==> src/rtl/display_pkg.sv <==
// Shared constants for the multiplexed seven-segment scanner:
// active-high segment patterns, scan FSM states and digit positions.
package display_pkg;

    typedef enum logic {
        GAP  = 1'b0,
        SHOW = 1'b1
    } state_t;

    localparam logic [6:0] SEG_0    = 7'h3F;
    localparam logic [6:0] SEG_1    = 7'h06;
    localparam logic [6:0] SEG_2    = 7'h5B;
    localparam logic [6:0] SEG_3    = 7'h4F;
    localparam logic [6:0] SEG_4    = 7'h66;
    localparam logic [6:0] SEG_5    = 7'h6D;
    localparam logic [6:0] SEG_6    = 7'h7D;
    localparam logic [6:0] SEG_7    = 7'h07;
    localparam logic [6:0] SEG_8    = 7'h7F;
    localparam logic [6:0] SEG_9    = 7'h6F;
    localparam logic [6:0] SEG_DASH = 7'h40;
    localparam logic [6:0] SEG_OFF  = 7'h00;

    localparam logic [1:0] IDX_SEC_ONES = 2'd0;
    localparam logic [1:0] IDX_SEC_TENS = 2'd1;
    localparam logic [1:0] IDX_MIN_ONES = 2'd2;
    localparam logic [1:0] IDX_MIN_TENS = 2'd3;

endpackage

==> src/rtl/bcd_to_7seg.sv <==
// Nibble to active-high {g..a} segment pattern.
// Non-BCD codes show a dash.
module bcd_to_7seg
    import display_pkg::*;
(
    input  logic [3:0] nibble,
    output logic [6:0] pattern
);

    always_comb begin
        pattern = SEG_DASH;
        case (nibble)
            4'd0:    pattern = SEG_0;
            4'd1:    pattern = SEG_1;
            4'd2:    pattern = SEG_2;
            4'd3:    pattern = SEG_3;
            4'd4:    pattern = SEG_4;
            4'd5:    pattern = SEG_5;
            4'd6:    pattern = SEG_6;
            4'd7:    pattern = SEG_7;
            4'd8:    pattern = SEG_8;
            4'd9:    pattern = SEG_9;
            default: pattern = SEG_DASH;
        endcase
    end

endmodule

==> src/rtl/display_scanner.sv <==
// Four-digit multiplexed display scanner with frame snapshots,
// anti-ghost gap, leading-zero blanking and a blinking colon.
module display_scanner
    import display_pkg::*;
#(
    parameter int SCAN_DIV     = 50000,
    parameter int BLINK_FRAMES = 125,
    parameter int ACTIVE_LOW   = 1
) (
    input  logic        clk,
    input  logic        RESET_N,
    input  logic [15:0] BCD,
    input  logic        RUNNING,
    input  logic        BLANK_LZ,
    output logic [6:0]  SEG,
    output logic        DP,
    output logic [3:0]  AN
);

    localparam int PW = $clog2(SCAN_DIV);
    localparam int FW = $clog2(BLINK_FRAMES + 1);
    localparam bit INV = (ACTIVE_LOW != 0);

    localparam logic [6:0] SEG_IDLE = INV ? 7'h7F : 7'h00;
    localparam logic [3:0] AN_IDLE  = INV ? 4'hF : 4'h0;
    localparam logic       DP_IDLE  = INV;

    state_t          state, state_n;
    logic [PW-1:0]   prescaler, pre_n;
    logic [1:0]      idx, idx_n;
    logic [15:0]     snapshot, snap_n;
    logic [FW-1:0]   frame_cnt, fcnt_n;
    logic            colon_phase, phase_n;
    logic            tick, wrap, blank, lit;
    logic [3:0]      nibble, an_n;
    logic [6:0]      pattern, seg_n;
    logic            dp_n;

    bcd_to_7seg u_dec (
        .nibble  (nibble),
        .pattern (pattern)
    );

    // Outputs are decoded from next-state values so the pins line up
    // with the FSM state register rather than lagging it by a cycle.
    always_comb begin
        tick    = (prescaler == PW'(SCAN_DIV - 1));
        pre_n   = tick ? '0 : prescaler + PW'(1);
        state_n = state;
        idx_n   = idx;
        wrap    = 1'b0;
        unique case (state)
            GAP:  state_n = SHOW;
            SHOW: begin
                if (tick) begin
                    state_n = GAP;
                    idx_n   = idx + 2'd1;
                    wrap    = (idx == IDX_MIN_TENS);
                end
            end
        endcase

        snap_n = wrap ? BCD : snapshot;

        fcnt_n  = frame_cnt;
        phase_n = colon_phase;
        if (!RUNNING) begin
            fcnt_n  = '0;
            phase_n = 1'b1;
        end else if (wrap) begin
            if (frame_cnt == FW'(BLINK_FRAMES - 1)) begin
                fcnt_n  = '0;
                phase_n = ~colon_phase;
            end else begin
                fcnt_n = frame_cnt + FW'(1);
            end
        end

        nibble = 4'h0;
        unique case (idx_n)
            IDX_SEC_ONES: nibble = snap_n[3:0];
            IDX_SEC_TENS: nibble = snap_n[7:4];
            IDX_MIN_ONES: nibble = snap_n[11:8];
            IDX_MIN_TENS: nibble = snap_n[15:12];
        endcase

        blank = BLANK_LZ && (idx_n == IDX_MIN_TENS) && (nibble == 4'h0);
        lit   = (state_n == SHOW) && !blank;
        an_n  = lit ? (4'b0001 << idx_n) : 4'b0000;
        seg_n = lit ? pattern : SEG_OFF;
        dp_n  = lit && (idx_n == IDX_MIN_ONES) && phase_n;
    end

    always_ff @(posedge clk or negedge RESET_N) begin
        if (!RESET_N) begin
            state       <= GAP;
            prescaler   <= '0;
            idx         <= IDX_SEC_ONES;
            snapshot    <= 16'h0000;
            frame_cnt   <= '0;
            colon_phase <= 1'b1;
            SEG         <= SEG_IDLE;
            AN          <= AN_IDLE;
            DP          <= DP_IDLE;
        end else begin
            state       <= state_n;
            prescaler   <= pre_n;
            idx         <= idx_n;
            snapshot    <= snap_n;
            frame_cnt   <= fcnt_n;
            colon_phase <= phase_n;
            SEG         <= INV ? ~seg_n : seg_n;
            AN          <= INV ? ~an_n : an_n;
            DP          <= INV ? ~dp_n : dp_n;
        end
    end

endmodule

==> config.mk <==
export PLATFORM = sky130hd
export DESIGN_NAME = display_scanner
export DESIGN_NICKNAME = d
export VERILOG_FILES = /design/src/rtl/display_pkg.sv /design/src/rtl/bcd_to_7seg.sv /design/src/rtl/display_scanner.sv
export SDC_FILE = /design/constraint.sdc
export NUM_CORES = 1
export LEC_CHECK = 0
export ABC_AREA = 1
export CORE_MARGIN = 2
export CORE_UTILIZATION = 50
export DETAILED_ROUTE_END_ITERATION = 10
export HOLD_SLACK_MARGIN = 0.08
export PLACE_DENSITY = 0.75
export SLEW_MARGIN = 20
export SYNTH_ARGS = -nofsm -noshare
export SYNTH_HDL_FRONTEND = slang
export SYNTH_SLANG_ARGS = --single-unit
==> constraint.sdc <==
create_clock -name clk -period 2.4 [get_ports clk]
set_clock_uncertainty 0.1 [all_clocks]
set_input_delay 0.24 -clock clk [delete_from_list [all_inputs] [get_ports clk]]
set_output_delay 0.24 -clock clk [all_outputs]
set_load 0.02 [all_outputs]
; ---- Word-level counts from Yosys, hierarchy flattened
; Memories as Yosys holds them, arrays and structs flattened.
; Index checks and enable logic that the tools add are counted.
[word_totals]
romBits = 112
elab_cells = 51
inputBits = 20
out_inout_bits = 12
mem_count = 1
ff_bits = 55
[op_classes]
n_mux = 17
eq_ne = 7
bitwise_logic = 5
reduce_logical = 8
n_shift = 1
addsub = 3
[mem_list]
columns = memory, words, width, read_ports, rd_clocked_by_memory_dff, wr, line_no
row1 = (no name shown), 16, 7, 1, 0, 0, bcd_to_7seg.sv:12  ; case (nibble)
[op_table]
columns = op, n
row1 = two-way mux 16 bit, 2
row2 = two-way mux 7 bit, 4
row3 = adder 16 x 1 -> 16 bit (second input constant), 1
row4 = equality test 16 bit (second input constant), 1
row5 = case mux 4 bit (4 select lines), 1
row6 = adder 7 x 1 -> 7 bit (second input constant), 1
row7 = equality test 7 bit (second input constant), 1
row8 = NOT 7 bit, 1
row9 = equality test 2 bit (second input constant), 3
row10 = two-way mux 1 bit, 6
row11 = logical AND 1 bit, 5
row12 = zero test 4 bit, 1
row13 = two-way mux 2 bit, 2
row14 = two-way mux 4 bit, 1
row15 = NOT 4 bit, 1
row16 = << shifter 1 x 2 -> 4 bit (first input constant), 1
row17 = NOT 1 bit, 3
row18 = adder 2 x 1 -> 2 bit (second input constant), 1
row19 = equality test 2 x 1 -> 1 bit (second input constant), 1
row20 = zero test 2 bit, 1
row21 = != test 2 x 1 -> 1 bit (second input constant), 1
row22 = case mux 1 bit (2 select lines), 1
row23 = zero test 1 bit, 1

; ---- Longest topological paths before layout
[depth]
ltp_word = 12
mapped_depth = 18
ltp_nobuf = 18

; ---- By module
; Synthesis repeated with hierarchy kept, for this count alone.
[hier_totals]
cells_unflattened = 348
area_unflattened_um2 = 2929.1
[by_module_without_submodules]
columns = mod, seq_area_each_um2, area_each_um2, cells_per_inst, n_inst
row1 = display_scanner, 1392.6, 2736.4, 312, 1
row2 = bcd_to_7seg, 0.0, 192.7, 36, 1

; ---- Worst setup path before layout
; No wires, ideal clock.
[synth_path]
path_type = register to register
startpoint = register prescaler[0]
endpoint = register SEG[6]
path_slack_ps = -64
path_buffers = 2
required_time_ps = 2241
stages_incl_launch_ff = 17
t_arrival_ps = 2305
setup_ps = 59
synth_period_minus_slack_ps = 2464
cell_sequence = dfrtp_1 -> ha_1 -> nand3_2 -> nor2_2 -> nand4_2 -> buf_6 -> nor2_1 -> nor2_1 -> nand2_1 -> nand3_1 -> nor2_1 -> ha_1 -> nand4_2 -> nor2_2 -> nor2_2 -> buf_6 -> nand2_2
[synth_via]
elab_chain_cells = 11
elab_cells_between_ends = 21
cone_classes = eq/ne: 4 / mux: 9 / bitwise: 1 / reduce/logical: 6 / memory: 1
[synth_lines]
columns = item, line_no
row1 = from (decl), display_scanner.sv:29  ; logic [PW-1:0] prescaler, pre_n;
row2 = from (signal assigned), display_scanner.sv:107  ; prescaler <= pre_n;
row3 = equality test 16 bit (*), display_scanner.sv:47  ; tick = (prescaler == PW'(SCAN_DIV - 1));
row4 = two-way mux 1 bit (*), display_scanner.sv:55  ; if (tick) begin
row5 = two-way mux 1 bit (*), display_scanner.sv:52  ; unique case (state)
row6 = two-way mux 16 bit (*), display_scanner.sv:63  ; snap_n = wrap ? BCD : snapshot;
row7 = via snap_n[12], display_scanner.sv:31  ; logic [15:0] snapshot, snap_n;
row8 = case mux 4 bit (4 select lines) (*), display_scanner.sv:80  ; unique case (idx_n)
row9 = "parallel branches: the longest is 4 deep, another holds memory (16 x 7 bit)", n/a
row10 = two-way mux 7 bit (*), display_scanner.sv:90  ; seg_n = lit ? pattern : SEG_OFF;
row11 = NOT 7 bit (*), display_scanner.sv:112  ; SEG <= INV ? ~seg_n : seg_n;
row12 = to (signal assigned), display_scanner.sv:112
row13 = to (decl), display_scanner.sv:15  ; output logic [6:0] SEG,
; Mark *: on every way through the listed nets, which the timed path passes.
; A chain may end at the register's enable or synchronous reset.

; ---- Worst setup path after layout
[layout_path]
startpoint = register prescaler[0]
endpoint = register AN[2]
[layout_via]
elab_chain_cells = 11
elab_cells_between_ends = 21
cone_classes = eq/ne: 4 / shift: 1 / mux: 9 / bitwise: 1 / reduce/logical: 6
[layout_lines]
columns = item, line_no
row1 = equality test 16 bit (*), display_scanner.sv:47
row2 = two-way mux 2 bit / two-way mux 1 bit (equally long branches), display_scanner.sv:55
row3 = two-way mux 2 bit / two-way mux 1 bit (equally long branches), display_scanner.sv:52
row4 = equality test 2 bit (tied with other cells), "display_scanner.sv:80, display_scanner.sv:87"
row5 = case mux 4 bit (4 select lines), display_scanner.sv:80
row6 = zero test 4 bit, display_scanner.sv:87  ; blank = BLANK_LZ && (idx_n == IDX_MIN_TENS) && (nibble == 4'h0);
row7 = logical AND 1 bit, display_scanner.sv:87
row8 = zero test 1 bit, display_scanner.sv:88  ; lit = (state_n == SHOW) && !blank;
row9 = logical AND 1 bit, display_scanner.sv:88
row10 = two-way mux 4 bit (*), display_scanner.sv:89  ; an_n = lit ? (4'b0001 << idx_n) : 4'b0000;
row11 = NOT 4 bit (*), display_scanner.sv:113  ; AN <= INV ? ~an_n : an_n;
row12 = to (signal assigned), display_scanner.sv:113
row13 = to (decl), display_scanner.sv:17  ; output logic [3:0] AN
; Mark *: on every way between the ends. The rest lies on a longest branch, timed or not.

==> results.cfg <==
[clock_network]
clock_sinks = 55
cts-htree-levels = 2
root_buffer = clkbuf_8
cts_buffer_depth = 2
clkTransAtPathRegs_ns = 0.12
clk_latency_ns = 0.32
numCtsBuffers = 5
cts_tree = yes

[critical_path]
cp_max_fo = 6
r2r_slack_ns = -0.26
required_ns = 2.55
critPathKind = flop to flop
r2r-end = AN[2]$_DFF_PN1_
r2r-start = prescaler[0]$_DFF_PN0_
rr_worst_depth = 18
cp-start-kind = flop
arrival_ns = 2.81
cp-end-kind = flop

[logic_synthesis]
yosysUniqueCellTypes = 34
synth_area_um2 = 3070
synth-seq-area-share = 0.454
synthAdderAreaFrac = 0.0367
yosys_warnings = 0
synth_edf_count = 0
synth_top_family_by_area = simple AND/OR/NAND/NOR gates
postSynth.asyncResetShare = 1.00
syn_inst = 371
synth.top_cells.by_count = nand2_1, inv_1, dfrtp_1
synth_seq_cells = 55
synth_top_flop_cell = dfrtp_1
synth_compound_area_frac = 0.0473
synthDominantCellAreaShare = 0.342
postSynthAreaPerCell_um2 = 8.27
synth_most_common_cell = nand2_1
ys_top_cells_by_area = dfrtp_1, dfstp_2, nand2_1
syn-num-nets = 400
synth_top_cell_by_area = dfrtp_1
yosys.area_share.xor_xnor = 0.00856
yosys-mux-area-fraction = 0
synthSimpleGateAreaFrac = 0.351

[final_layout]
syn2layout_area_growth_pct = 40.0
design_area_um2 = 4300
layout.nets = 497
drive_gt1_frac = 0.394
num_antenna_cells = 0
fin_util = 0.726
fill_cells = 393

[status]
outcome = complete, but fails checks
violations = negative setup slack

[timing]
min_period_ns = 2.66
layout_setup_ws_ns = -0.260
timing.fmax_ghz = 0.376
layout_worst_path_cycle_share = 1.11
slew_violations = 0
hold_violations = 0
maxSlewHeadroom = 0.537
worstMarginPinSlew_ns = 0.694
finalSetupViolCount = 13
rsz0062_at_grt = true

[global_routing]
grt_max_degree = 56
overflow = 0
grt_usage = 0.251
antenna_found_initial = 0
grt_pass1_wl_mm = 12.8
grt_pass1_vias = 2724

[pwr]
vdd_ir_drop_max_v = 0.000272
p_int_mw = 1.18
p_switching_mw = 0.380
swShare = 0.243
p_total_mw = 1.56
pwr-share-comb = 0.053
p_seq_frac = 0.596
cellLeakagePower_nw = 2.04
power.density_nw_per_um2 = 363
clkPwrFrac = 0.351

[die]
core_um2 = 5920
ios = 32
rows = 28
dieHeight_um = 82.3
fp.dieArea_um2 = 6780
fp.dieW_um = 82.3
initial_utilization = 0.518

[placed_design]
postPlaceCellArea_um2 = 3780
gp_congestion = 0.799
port_buffers = 31
dp_hpwl_mm = 5.04

[hold_path]
min_from = BCD[7]
whs_endpoint = snapshot[7]$_DFF_PN0_
hold_depth = 3
hold_path.class = primary input to flop

[drt]
vias = 2806
dr.pass1.iters = 4
drc = 0
first_iter_violations = 171
final_antenna_net_count = 0
wl_per_cell_um = 15.4
routed_wl_mm = 8.37
via_per_inst = 5.16

[job]
cap_violations = 0
==> worst max-delay path, stage by stage (launching register included) <==
cell,delay (ns)
dfrtp_1,0.37
ha_2,0.21
nand3_4,0.08
buf_6,0.14
nor2_4,0.17
buf_6,0.12
buf_4,0.10
nand4_1,0.13
nand2_2,0.13
nand2_2,0.08
inv_2,0.07
nand2_2,0.06
nand3_2,0.08
nor2_4,0.05
ha_4,0.17
nand4_4,0.11
nor2_4,0.06
nor2_4,0.24
nand2_2,0.11
==> logic make-up after synthesis <==
logic type / after synthesis
and+or+nand+nor: 201
buffers and inverters: 76
DFF: 55
AOI/OAI and AO/OA: 27
adders and majority gates: 9
xor gates and xnor gates: 3
==> per-layer routing <==
layer	global-route usage	vias up	routed length, um
li1	-	1343	-
met1	0.308	1348	3420
met2	0.415	78	4240
met3	0.0500	37	334
met4	0.137	0	377
met5	0	-	0
==> what timing repair did <==
action / CTS / global route
endpoints found under the setup margin: 12 / 14
endpoints found under the hold margin: 42 / 0
hold buffers: 1 / 0
cloned: 1 / 0
gates resized for setup: 46 / 28
pin swaps: 23 / 17
setup buffers: 13 / 3
==> through the flow <==
step,setup TNS (ns),setup WS (ns),hold slack [ns],cells
3_3_place_gp,-2.73,-0.258,0.310,518
2_1_floorplan,0,0.0171,-0.156,371
4_1_cts,-1.26,-0.140,0.376,541
6_report,-2.68,-0.260,0.378,544
5_1_grt,-3.97,-0.347,0.391,544
3_5_place_dp,-4.06,-0.390,0.311,518
==> flip-flops by register name (all words and copies together), names as in the netlist <==
signal and count:
state 1, SEG 7, DP 1, colon_phase 1, frame_cnt 7, idx 2, prescaler 16, snapshot 16
AN 4
==> power groups by stage <==
stage          Clock [mW]  Combinational, mW  Sequential, mW
2_1_floorplan           0             0.0123           0.947
3_3_place_gp            0             0.0684           0.947
3_5_place_dp            0             0.0691           0.947
4_1_cts             0.551             0.0771           0.930
5_1_grt             0.589             0.0919           0.930
6_report            0.547             0.0834           0.930
==> cells in the final DEF (no fill, tap or decap), types with 2 or more instances in the layout <==
master,n
a21oi_1,11
buf_4,50
buf_6,12
clkbuf_8,5
clkdlybuf4s50_1,30
clkinv_2,2
clkinv_4,2
dfrtp_1,42
dfstp_2,13
ha_1,3
ha_4,5
inv_1,55
inv_2,9
inv_4,4
nand2_1,57
nand2_2,28
nand2_4,7
nand3_1,16
nand3_2,16
nand3_4,3
nand4_1,7
nand4_4,2
nor2_1,35
nor2_2,8
nor2_4,10
nor3_1,5
nor4_1,3
o21a_1,2
o21ai_0,10
o21ai_1,2
xor2_1,3
==> worst max path at each step <==
| stage | from | to | depth (start not counted) |
|---|---|---|---|
| 2_1_floorplan | idx[1]$_DFF_PN0_ | SEG[1]$_DFF_PN1_ | 16 |
| 3_3_place_gp | prescaler[0]$_DFF_PN0_ | SEG[0]$_DFF_PN1_ | 16 |
| 3_5_place_dp | prescaler[0]$_DFF_PN0_ | SEG[0]$_DFF_PN1_ | 16 |
| 4_1_cts | prescaler[1]$_DFF_PN0_ | SEG[3]$_DFF_PN1_ | 18 |
| 5_1_grt | prescaler[0]$_DFF_PN0_ | SEG[0]$_DFF_PN1_ | 20 |
| 6_report | prescaler[0]$_DFF_PN0_ | AN[2]$_DFF_PN1_ | 18 |
==> cell type report <==
| type | count | area [um2] | area share |
|---|---|---|---|
| Inverter | 71 | 289 | 0.0672 |
| Timing Repair Buffer | 94 | 826 | 0.192 |
| Tap cell | 75 | 93.8 | 0.0218 |
| Multi-Input combinational cell | 241 | 1600 | 0.373 |
| Sequential cell | 55 | 1390 | 0.324 |
| Clock inverter | 3 | 23.8 | 0.00553 |
| Clock buffer | 5 | 68.8 | 0.0160 |
Power figures use the tool's default switching activity.
